`src/rtl/ccff_loader.sv`:
```
// rtl/ccff_loader.sv - Loads host words serially into a configuration flip-flop chain and reads back the chain tail.
module ccff_loader #(
    parameter int WORD_W    = 8,
    parameter int CHAIN_LEN = 14
) (
    input  logic              prog_clk,
    input  logic              prog_reset_n,
    input  logic              start,
    input  logic              abort,
    input  logic [WORD_W-1:0] cfg_data,
    input  logic              cfg_valid,
    output logic              cfg_ready,
    output logic              ccff_head,
    input  logic              ccff_tail,
    output logic              ccff_shift_en,
    output logic [WORD_W-1:0] rb_data,
    output logic              rb_valid,
    output logic              busy,
    output logic              done
);

    localparam int CNT_W = (CHAIN_LEN > 1) ? $clog2(CHAIN_LEN) : 1;
    localparam int IDX_W = (WORD_W > 1) ? $clog2(WORD_W) : 1;
    localparam logic [CNT_W-1:0] LAST_BIT = CNT_W'(CHAIN_LEN - 1);
    localparam logic [IDX_W-1:0] LAST_IDX = IDX_W'(WORD_W - 1);

    typedef enum logic [1:0] {
        IDLE  = 2'd0,
        LOAD  = 2'd1,
        SHIFT = 2'd2,
        DONE  = 2'd3
    } state_t;

    state_t            state_q;
    logic [WORD_W-1:0] shreg_q;
    logic [WORD_W-1:0] rb_shreg_q;
    logic [WORD_W-1:0] rb_data_q;
    logic              rb_valid_q;
    logic [CNT_W-1:0]  bit_cnt_q;
    logic [IDX_W-1:0]  bit_idx_q;
    logic [IDX_W-1:0]  rb_cnt_q;

    logic [WORD_W-1:0] rb_next;
    logic              last_bit;
    logic              rb_word_end;

    assign rb_next     = (rb_shreg_q << 1) | WORD_W'(ccff_tail);
    assign last_bit    = (bit_cnt_q == LAST_BIT);
    assign rb_word_end = (rb_cnt_q == LAST_IDX) || last_bit;

    // Outputs decode straight from the state register so reset clears them without waiting for a clock.
    assign cfg_ready     = (state_q == LOAD);
    assign ccff_shift_en = (state_q == SHIFT);
    assign ccff_head     = (state_q == SHIFT) & shreg_q[WORD_W-1];
    assign busy          = (state_q != IDLE);
    assign done          = (state_q == DONE);
    assign rb_data       = rb_data_q;
    assign rb_valid      = rb_valid_q;

    always_ff @(posedge prog_clk or negedge prog_reset_n) begin
        if (!prog_reset_n) begin
            state_q    <= IDLE;
            shreg_q    <= '0;
            rb_shreg_q <= '0;
            rb_data_q  <= '0;
            rb_valid_q <= 1'b0;
            bit_cnt_q  <= '0;
            bit_idx_q  <= '0;
            rb_cnt_q   <= '0;
        end else begin
            rb_valid_q <= 1'b0;
            if (abort && (state_q != IDLE)) begin
                state_q    <= IDLE;
                bit_cnt_q  <= '0;
                bit_idx_q  <= '0;
                rb_cnt_q   <= '0;
                rb_shreg_q <= '0;
            end else begin
                case (state_q)
                    IDLE: begin
                        if (start) begin
                            state_q   <= LOAD;
                            bit_cnt_q <= '0;
                            bit_idx_q <= '0;
                            rb_cnt_q  <= '0;
                        end
                    end
                    LOAD: begin
                        if (cfg_valid) begin
                            shreg_q <= cfg_data;
                            state_q <= SHIFT;
                        end
                    end
                    SHIFT: begin
                        shreg_q    <= shreg_q << 1;
                        bit_cnt_q  <= bit_cnt_q + CNT_W'(1);
                        bit_idx_q  <= (bit_idx_q == LAST_IDX) ? '0 : bit_idx_q + IDX_W'(1);
                        rb_shreg_q <= rb_next;
                        // A short final word is left-aligned so readback matches the host word layout.
                        if (rb_word_end) begin
                            rb_data_q  <= rb_next << (LAST_IDX - rb_cnt_q);
                            rb_valid_q <= 1'b1;
                            rb_cnt_q   <= '0;
                        end else begin
                            rb_cnt_q <= rb_cnt_q + IDX_W'(1);
                        end
                        if (last_bit) begin
                            state_q <= DONE;
                        end else if (bit_idx_q == LAST_IDX) begin
                            state_q <= LOAD;
                        end
                    end
                    DONE: begin
                        state_q <= IDLE;
                    end
                    default: begin
                        state_q <= IDLE;
                    end
                endcase
            end
        end
    end

endmodule

```
`config.mk`:
```
export PLATFORM = sky130hd
export DESIGN_NAME = ccff_loader
export DESIGN_NICKNAME = d
export VERILOG_FILES = /design/src/rtl/ccff_loader.sv
export SDC_FILE = /design/constraint.sdc
export NUM_CORES = 1
export LEC_CHECK = 0
export ABC_AREA = 1
export ABC_CLOCK_PERIOD_IN_PS = 3200
export BUFFER_PORTS_ARGS = -buffer_cell sky130_fd_sc_hd__buf_2
export CAP_MARGIN = 0
export CORE_UTILIZATION = 30
export DETAILED_ROUTE_END_ITERATION = 16
export SLEW_MARGIN = 20
export SYNTH_ARGS = -nofsm -noshare
export SYNTH_HDL_FRONTEND = slang
export SYNTH_SLANG_ARGS = --single-unit
```
`constraint.sdc`:
```
create_clock -name prog_clk -period 3.2 [get_ports prog_clk]
set_clock_uncertainty 0.05 [all_clocks]
set_input_delay 0.64 -clock prog_clk [delete_from_list [all_inputs] [get_ports prog_clk]]
set_output_delay 0.64 -clock prog_clk [all_outputs]
set_load 0.01 [all_outputs]
```
==> results.json, run 1 <==
{
  "first_global_vias": 1591,
  "setup_tns_ns": 0,
  "syn_to_final_growth_pct": 12.4,
  "crit_buf_inv": 3,
  "final_util_pct": 35.5,
  "cts_setup_buffers": 0,
  "max_stage_delay_ns": 0.43,
  "cts_buffer_depth": 2,
  "path_class": "flip-flop to output pin",
  "yosys-top-cells-area": "dfrtp_1 44%, nand2_1 12%, nand3_1 9.1%",
  "cts_tree": "built",
  "num_vias": 1638,
  "clk_pin_slew_ns": 0.07,
  "synth_flop_cell": "dfrtp_1",
  "syn_nets": 274,
  "wl_per_cell_um": 11.1,
  "ctsHoldBuffers": 0,
  "yosysSeqAreaShare_pct": 44.2,
  "postLayoutCellArea_mm2": 0.00229,
  "hold_viol": 0,
  "core_mm2": 0.00646,
  "maxSlewHeadroom_pct": 47.1,
  "worst_slew_pin_slew_ns": 0.793,
  "hp-class": "primary input to asynchronous set/reset pin",
  "routed_via_density": 4.65,
  "htree_levels": 2,
  "status": "complete, but fails checks",
  "antenna_found_initial": 0,
  "gp_congestion": 0.837,
  "ctsResizeCount": 0,
  "fin_cells": 352,
  "p_per_area_mw_per_mm2": 782,
  "syn_area_mm2": 0.00204,
  "synth_edf_count": 0,
  "swShare_pct": 42.3,
  "violations": "DRC",
  "clkSinkCount": 36,
  "overflow": 0,
  "p_clk_share_pct": 19.5,
  "yosys_warnings": 0,
  "worstPathArrival_ns": 1.56,
  "cpMaxStageDelayCell": "ha_1",
  "grt_max_degree": 37,
  "dp_cells": 345,
  "worstPathCellList": "inv_1 > ha_1 > nand2_1 > inv_1 > buf_2",
  "worstPathMaxFanout": 9,
  "postRouteAntennaNets": 0,
  "power_frac_comb_pct": 43.0,
  "wl_um": 3920,
  "fin_crit_sh_pct": 70.2,
  "fin_crit_ns": 2.25,
  "dr.first_iter.drc_count": 140,
  "nets": 300,
  "grt_pass1_wl_um": 6990,
  "p_leak_nw": 1.18,
  "die_y_um": 84.5,
  "placed_cell_area_mm2": 0.00220,
  "synth.distinct_cells": 25,
  "path_delay_family": "adder cells",
  "async_flop_share_pct": 100,
  "drv_slew": 0,
  "max_freq_mhz": 445,
  "dr.pass1.iters": 12,
  "crit_path_frequent_cell": "inv_1",
  "critPathCaptureType": "output pin",
  "grt_setup_unrepaired": "false",
  "synth.top_cell.area_share_pct": 44.2,
  "final-setup-viol-count": 0,
  "port_buffers": 27,
  "yosys.area.top_type": "dfrtp_1",
  "drc": 4,
  "drv_cap": 0,
  "clock_latency_ns": 0.28,
  "grt_util_all_layers_pct": 11.9,
  "internal_power_mw": 1.03,
  "num_io_pins": 28,
  "holdWs_ns": 0.382,
  "cts_root_buf": "clkbuf_8",
  "drive_gt1_share_pct": 21.5,
  "die_w_um": 84.5,
  "ir_drop_v": 0.000203,
  "cts_made_buffers": 5,
  "cp.required_ns": 2.51,
  "hpwl_um": 2910,
  "ys_ff_latch": 36,
  "initial_core_util_pct": 31.6,
  "avgSynthCellArea_um2": 8.19,
  "p_sw_mw": 0.758,
  "critPathLaunchType": "flip-flop",
  "rows": 29,
  "p_seq_share_pct": 37.4,
  "die_area_mm2": 0.00713,
  "diodes": 0,
  "syn_inst": 249
}
[registers in the layout, indices dropped and copies added, names as in the netlist]
register / flops
rb_data: 8
rb_cnt_q: 3
rb_shreg_q: 7
rb_valid: 1
bit_cnt_q: 4
bit_idx_q: 3
state_q: 2
shreg_q: 8
[worst paths after layout]
kind	depth (start not counted)	startpoint	slack [ns]	end
max in group asynchronous	1	prog_reset_n	2.21	rb_shreg_q[5]
max reg2reg	8	state_q[0]	1.36	state_q[1]
max	5	state_q[0]	0.95	ccff_head
min	1	prog_reset_n	0.38	rb_data[5]
min reg2reg	2	rb_data[6]	0.43	rb_data[6]
min in group prog_clk	2	rb_data[6]	0.43	rb_data[6]
[layer usage]
metal / wire, um / part of all wire, % / global-route usage [%] / vias to the layer above
met5: 0 / 0 / 0 / -
met4: 50 / 1.3 / 3.24 / 0
met3: 121 / 3.1 / 2.65 / 7
met2: 1870 / 48 / 20.5 / 29
met1: 1880 / 48 / 15.2 / 747
li1: - / - / - / 855
[cells in the mapped netlist (2+ instances only)]
| cell | n |
|---|---|
| o21ai_0 | 16 |
| buf_4 | 3 |
| o21ai_1 | 14 |
| dfrtp_1 | 36 |
| nand3_1 | 37 |
| buf_6 | 2 |
| o21ai_2 | 8 |
| ha_1 | 11 |
| nand2_1 | 64 |
| inv_2 | 6 |
| buf_2 | 2 |
| inv_1 | 29 |
| nand4_1 | 2 |
| nor2_1 | 4 |
| nand2_2 | 5 |
[kinds of logic after synthesis]
kind of cell	Yosys count	synth area share, %
flip-flops	36	44.2
AO/OA/AOI/OAI	40	11.8
XOR/XNOR	2	0.859
adder cells (fa/ha/maj)	11	6.75
buffers and inverters	43	10.1
AND/OR/NAND/NOR	117	26.3
[power groups by stage]
stage	sequential [mW]	clock, mW	combinational [mW]
6_report	0.671	0.350	0.771
2_1_floorplan	0.639	0	0.737
4_1_cts	0.671	0.362	0.783
3_5_place_dp	0.681	0	0.776
5_1_grt	0.688	0.379	0.899
3_3_place_gp	0.674	0	0.770
[layout make-up]
class / instances / area, um2
Clock buffer: 7 / 96.3
Multi-Input combinational cell: 170 / 932
Fill cell: 679 / 4170
Timing Repair Buffer: 27 / 135
Sequential cell: 36 / 901
Inverter: 35 / 131
Tap cell: 77 / 96.3
[worst reg2reg max path: stages (launching register included)]
cell,delay (ns)
dfrtp_1,0.41
inv_1,0.15
ha_1,0.43
inv_2,0.21
nor2_1,0.16
nand3_1,0.11
nand2_1,0.10
nand2_1,0.05
o21ai_1,0.09
[metrics by stage]
stage	total power, mW	setup WS (ns)
2_1_floorplan	1.38	1.46
3_3_place_gp	1.44	1.29
3_5_place_dp	1.46	1.28
4_1_cts	1.82	0.943
5_1_grt	1.97	0.801
6_report	1.79	0.955
[cells in the final DEF (no fill, tap or decap), types with 6 or more instances in the layout]
cell type,netlist,final
inv_2,6,6
o21ai_0,16,16
inv_1,29,29
clkbuf_8,0,7
o21ai_1,14,14
buf_2,2,27
dfrtp_1,36,36
ha_1,11,11
o21ai_2,8,8
nand2_1,64,64
nand3_1,37,37
Note: power is estimated with default switching activity, not from simulation.
==> run 2, diff against run 1 <==
Settings changed: ABC_CLOCK_PERIOD_IN_PS 3200 to 2000.
Clock period 3.2 ns to 2 ns, I/O delays scaled along.
==> run 2 against run 1 <==
Against the previous run: the run still ends with DRC left; first-iteration DRC count shrank 25%; critical path depth is the same; final cell count grew 0.57%; flip-flop and latch count is the same; non-clock buffer count grew 2; core utilization grew 0.14 points; sequential power grew 56%; cell area grew 0.38%; total power grew 59%.
==> results.json, run 2 (synthesized netlist as in run 1, its figures left out) <==
{
  "status": "complete, but fails checks",
  "violations": "DRC",
  "fin_crit_sh_pct": 92.3,
  "hold_viol": 0,
  "worst_slack_ns": 0.154,
  "wl_per_cell_um": 11.6,
  "critPathCaptureType": "output pin",
  "antenna_found_initial": 0,
  "clk_pin_slew_ns": 0.07,
  "swShare_pct": 43.4,
  "drc": 4,
  "grt_pass1_wl_um": 7030,
  "internal_power_mw": 1.61,
  "crit_path_frequent_cell": "inv_1",
  "cts_made_buffers": 5,
  "wl_um": 4100,
  "cp.required_ns": 1.55,
  "pre_cts_ws_ns": 0.195,
  "ctsResizeCount": 1,
  "drv_slew": 0,
  "ctsHoldBuffers": 0,
  "diodes": 0,
  "syn_to_final_growth_pct": 12.8,
  "grt_util_all_layers_pct": 12.2,
  "hp-class": "primary input to asynchronous set/reset pin",
  "hpwl_um": 2950,
  "p_leak_nw": 1.18,
  "regArea_um2": 901,
  "holdWs_ns": 0.0924,
  "dr.first_iter.drc_count": 105,
  "cts_buffer_depth": 2,
  "maxSlewHeadroom_pct": 69.0,
  "die_area_mm2": 0.00713,
  "die_w_um": 84.5,
  "gp_congestion": 0.832,
  "port_buffers": 27,
  "htree_levels": 2,
  "fin_cells": 354,
  "path_delay_family": "flip-flops",
  "mostFrequentLayoutCell": "nand2_1",
  "rows": 29,
  "die_y_um": 84.5,
  "worstPathCellList": "inv_1 > ha_4 > nand2_1 > inv_1 > buf_2",
  "drv_cap": 0,
  "final-setup-viol-count": 0,
  "core_mm2": 0.00646,
  "worstPathMaxFanout": 9,
  "grt_setup_unrepaired": "false",
  "overflow": 0,
  "worstPathArrival_ns": 1.40,
  "critPathLaunchType": "flip-flop",
  "cts_root_buf": "clkbuf_8",
  "crit_buf_inv": 3,
  "setup_tns_ns": 0,
  "routed_via_density": 4.74,
  "fin_crit_ns": 1.85,
  "num_io_pins": 28,
  "p_sw_mw": 1.24,
  "clock_latency_ns": 0.29,
  "worst_slew_pin_slew_ns": 0.466,
  "first_global_vias": 1590,
  "postRouteAntennaNets": 0,
  "dp_cells": 347,
  "num_vias": 1678,
  "layout.cells.most_common_list": "64 x nand2_1, 37 x nand3_1, 36 x dfrtp_1, 29 x inv_1, 27 x buf_2",
  "drive_gt1_share_pct": 22.0,
  "path_class": "flip-flop to output pin",
  "max_stage_delay_ns": 0.42,
  "nets": 302,
  "cpMaxStageDelayCell": "dfrtp_1",
  "ir_drop_v": 0.000333,
  "power_frac_comb_pct": 45.7,
  "cts_tree": "built",
  "initial_core_util_pct": 31.6,
  "p_per_area_mw_per_mm2": 1240,
  "multiInputGateArea_um2": 945,
  "dr.pass1.iters": 10,
  "max_freq_mhz": 542,
  "p_seq_share_pct": 36.9,
  "grt_max_degree": 37,
  "p_clk_share_pct": 17.4,
  "cts_setup_buffers": 0,
  "fillCellCount": 687,
  "final_util_pct": 35.6,
  "clkSinkCount": 36
}
==> run 2: changes by cell type in the layout (fill, tap and decap cells not counted), sizes merged <==
cell,previous run,this run
clkbuf,7,6
clkinv,0,1
buf,27,29
==> run 2: layout make-up <==
type                    instances  area share, %
multi-input cells             170           41.1
inverters                      35           5.71
well taps                      77           4.19
clock inverters                 1          0.218
flip-flops and latches         36           39.2
clock buffers                   6           3.15
repair buffers                 29           6.53
==> run 2: path summary, 6_finish.rpt <==
kind                       cells past startpoint    startpoint  slack, ns            to
min in group prog_clk                          3   cfg_data[0]       0.31    shreg_q[0]
setup / recovery                               5    state_q[0]       0.15     ccff_head
max in group asynchronous                      2  prog_reset_n       1.47  bit_cnt_q[1]
hold / removal                                 2  prog_reset_n       0.09    rb_data[5]
setup reg to reg                               7    state_q[0]       0.24    shreg_q[0]
hold reg to reg                                2    rb_data[7]       0.42    rb_data[7]
==> run 2: stage by stage <==
step                instance area, um2  total power [mW]
floorplan                         2040              2.20
global placement                  2210              2.33
detailed placement                2210              2.35
CTS                               2290              2.87
global route                      2300              3.10
finish                            2300              2.85
==> run 2: metal layers <==
metal | routed length [um] | track usage, % | part of all wire [%]
met5 | 0 | 0 | 0
met4 | 70 | 4.62 | 1.7
met3 | 178 | 2.65 | 4.3
met2 | 1990 | 21.7 | 49
met1 | 1860 | 14.4 | 45
==> run 2: power groups by stage <==
stage          logic [mW]  registers (mW)  clock network (mW)
3_3_place_gp         1.28            1.06                   0
2_1_floorplan        1.18            1.02                   0
3_5_place_dp         1.29            1.06                   0
5_1_grt              1.49            1.07               0.539
4_1_cts              1.30            1.05               0.518
6_report             1.30            1.05               0.494
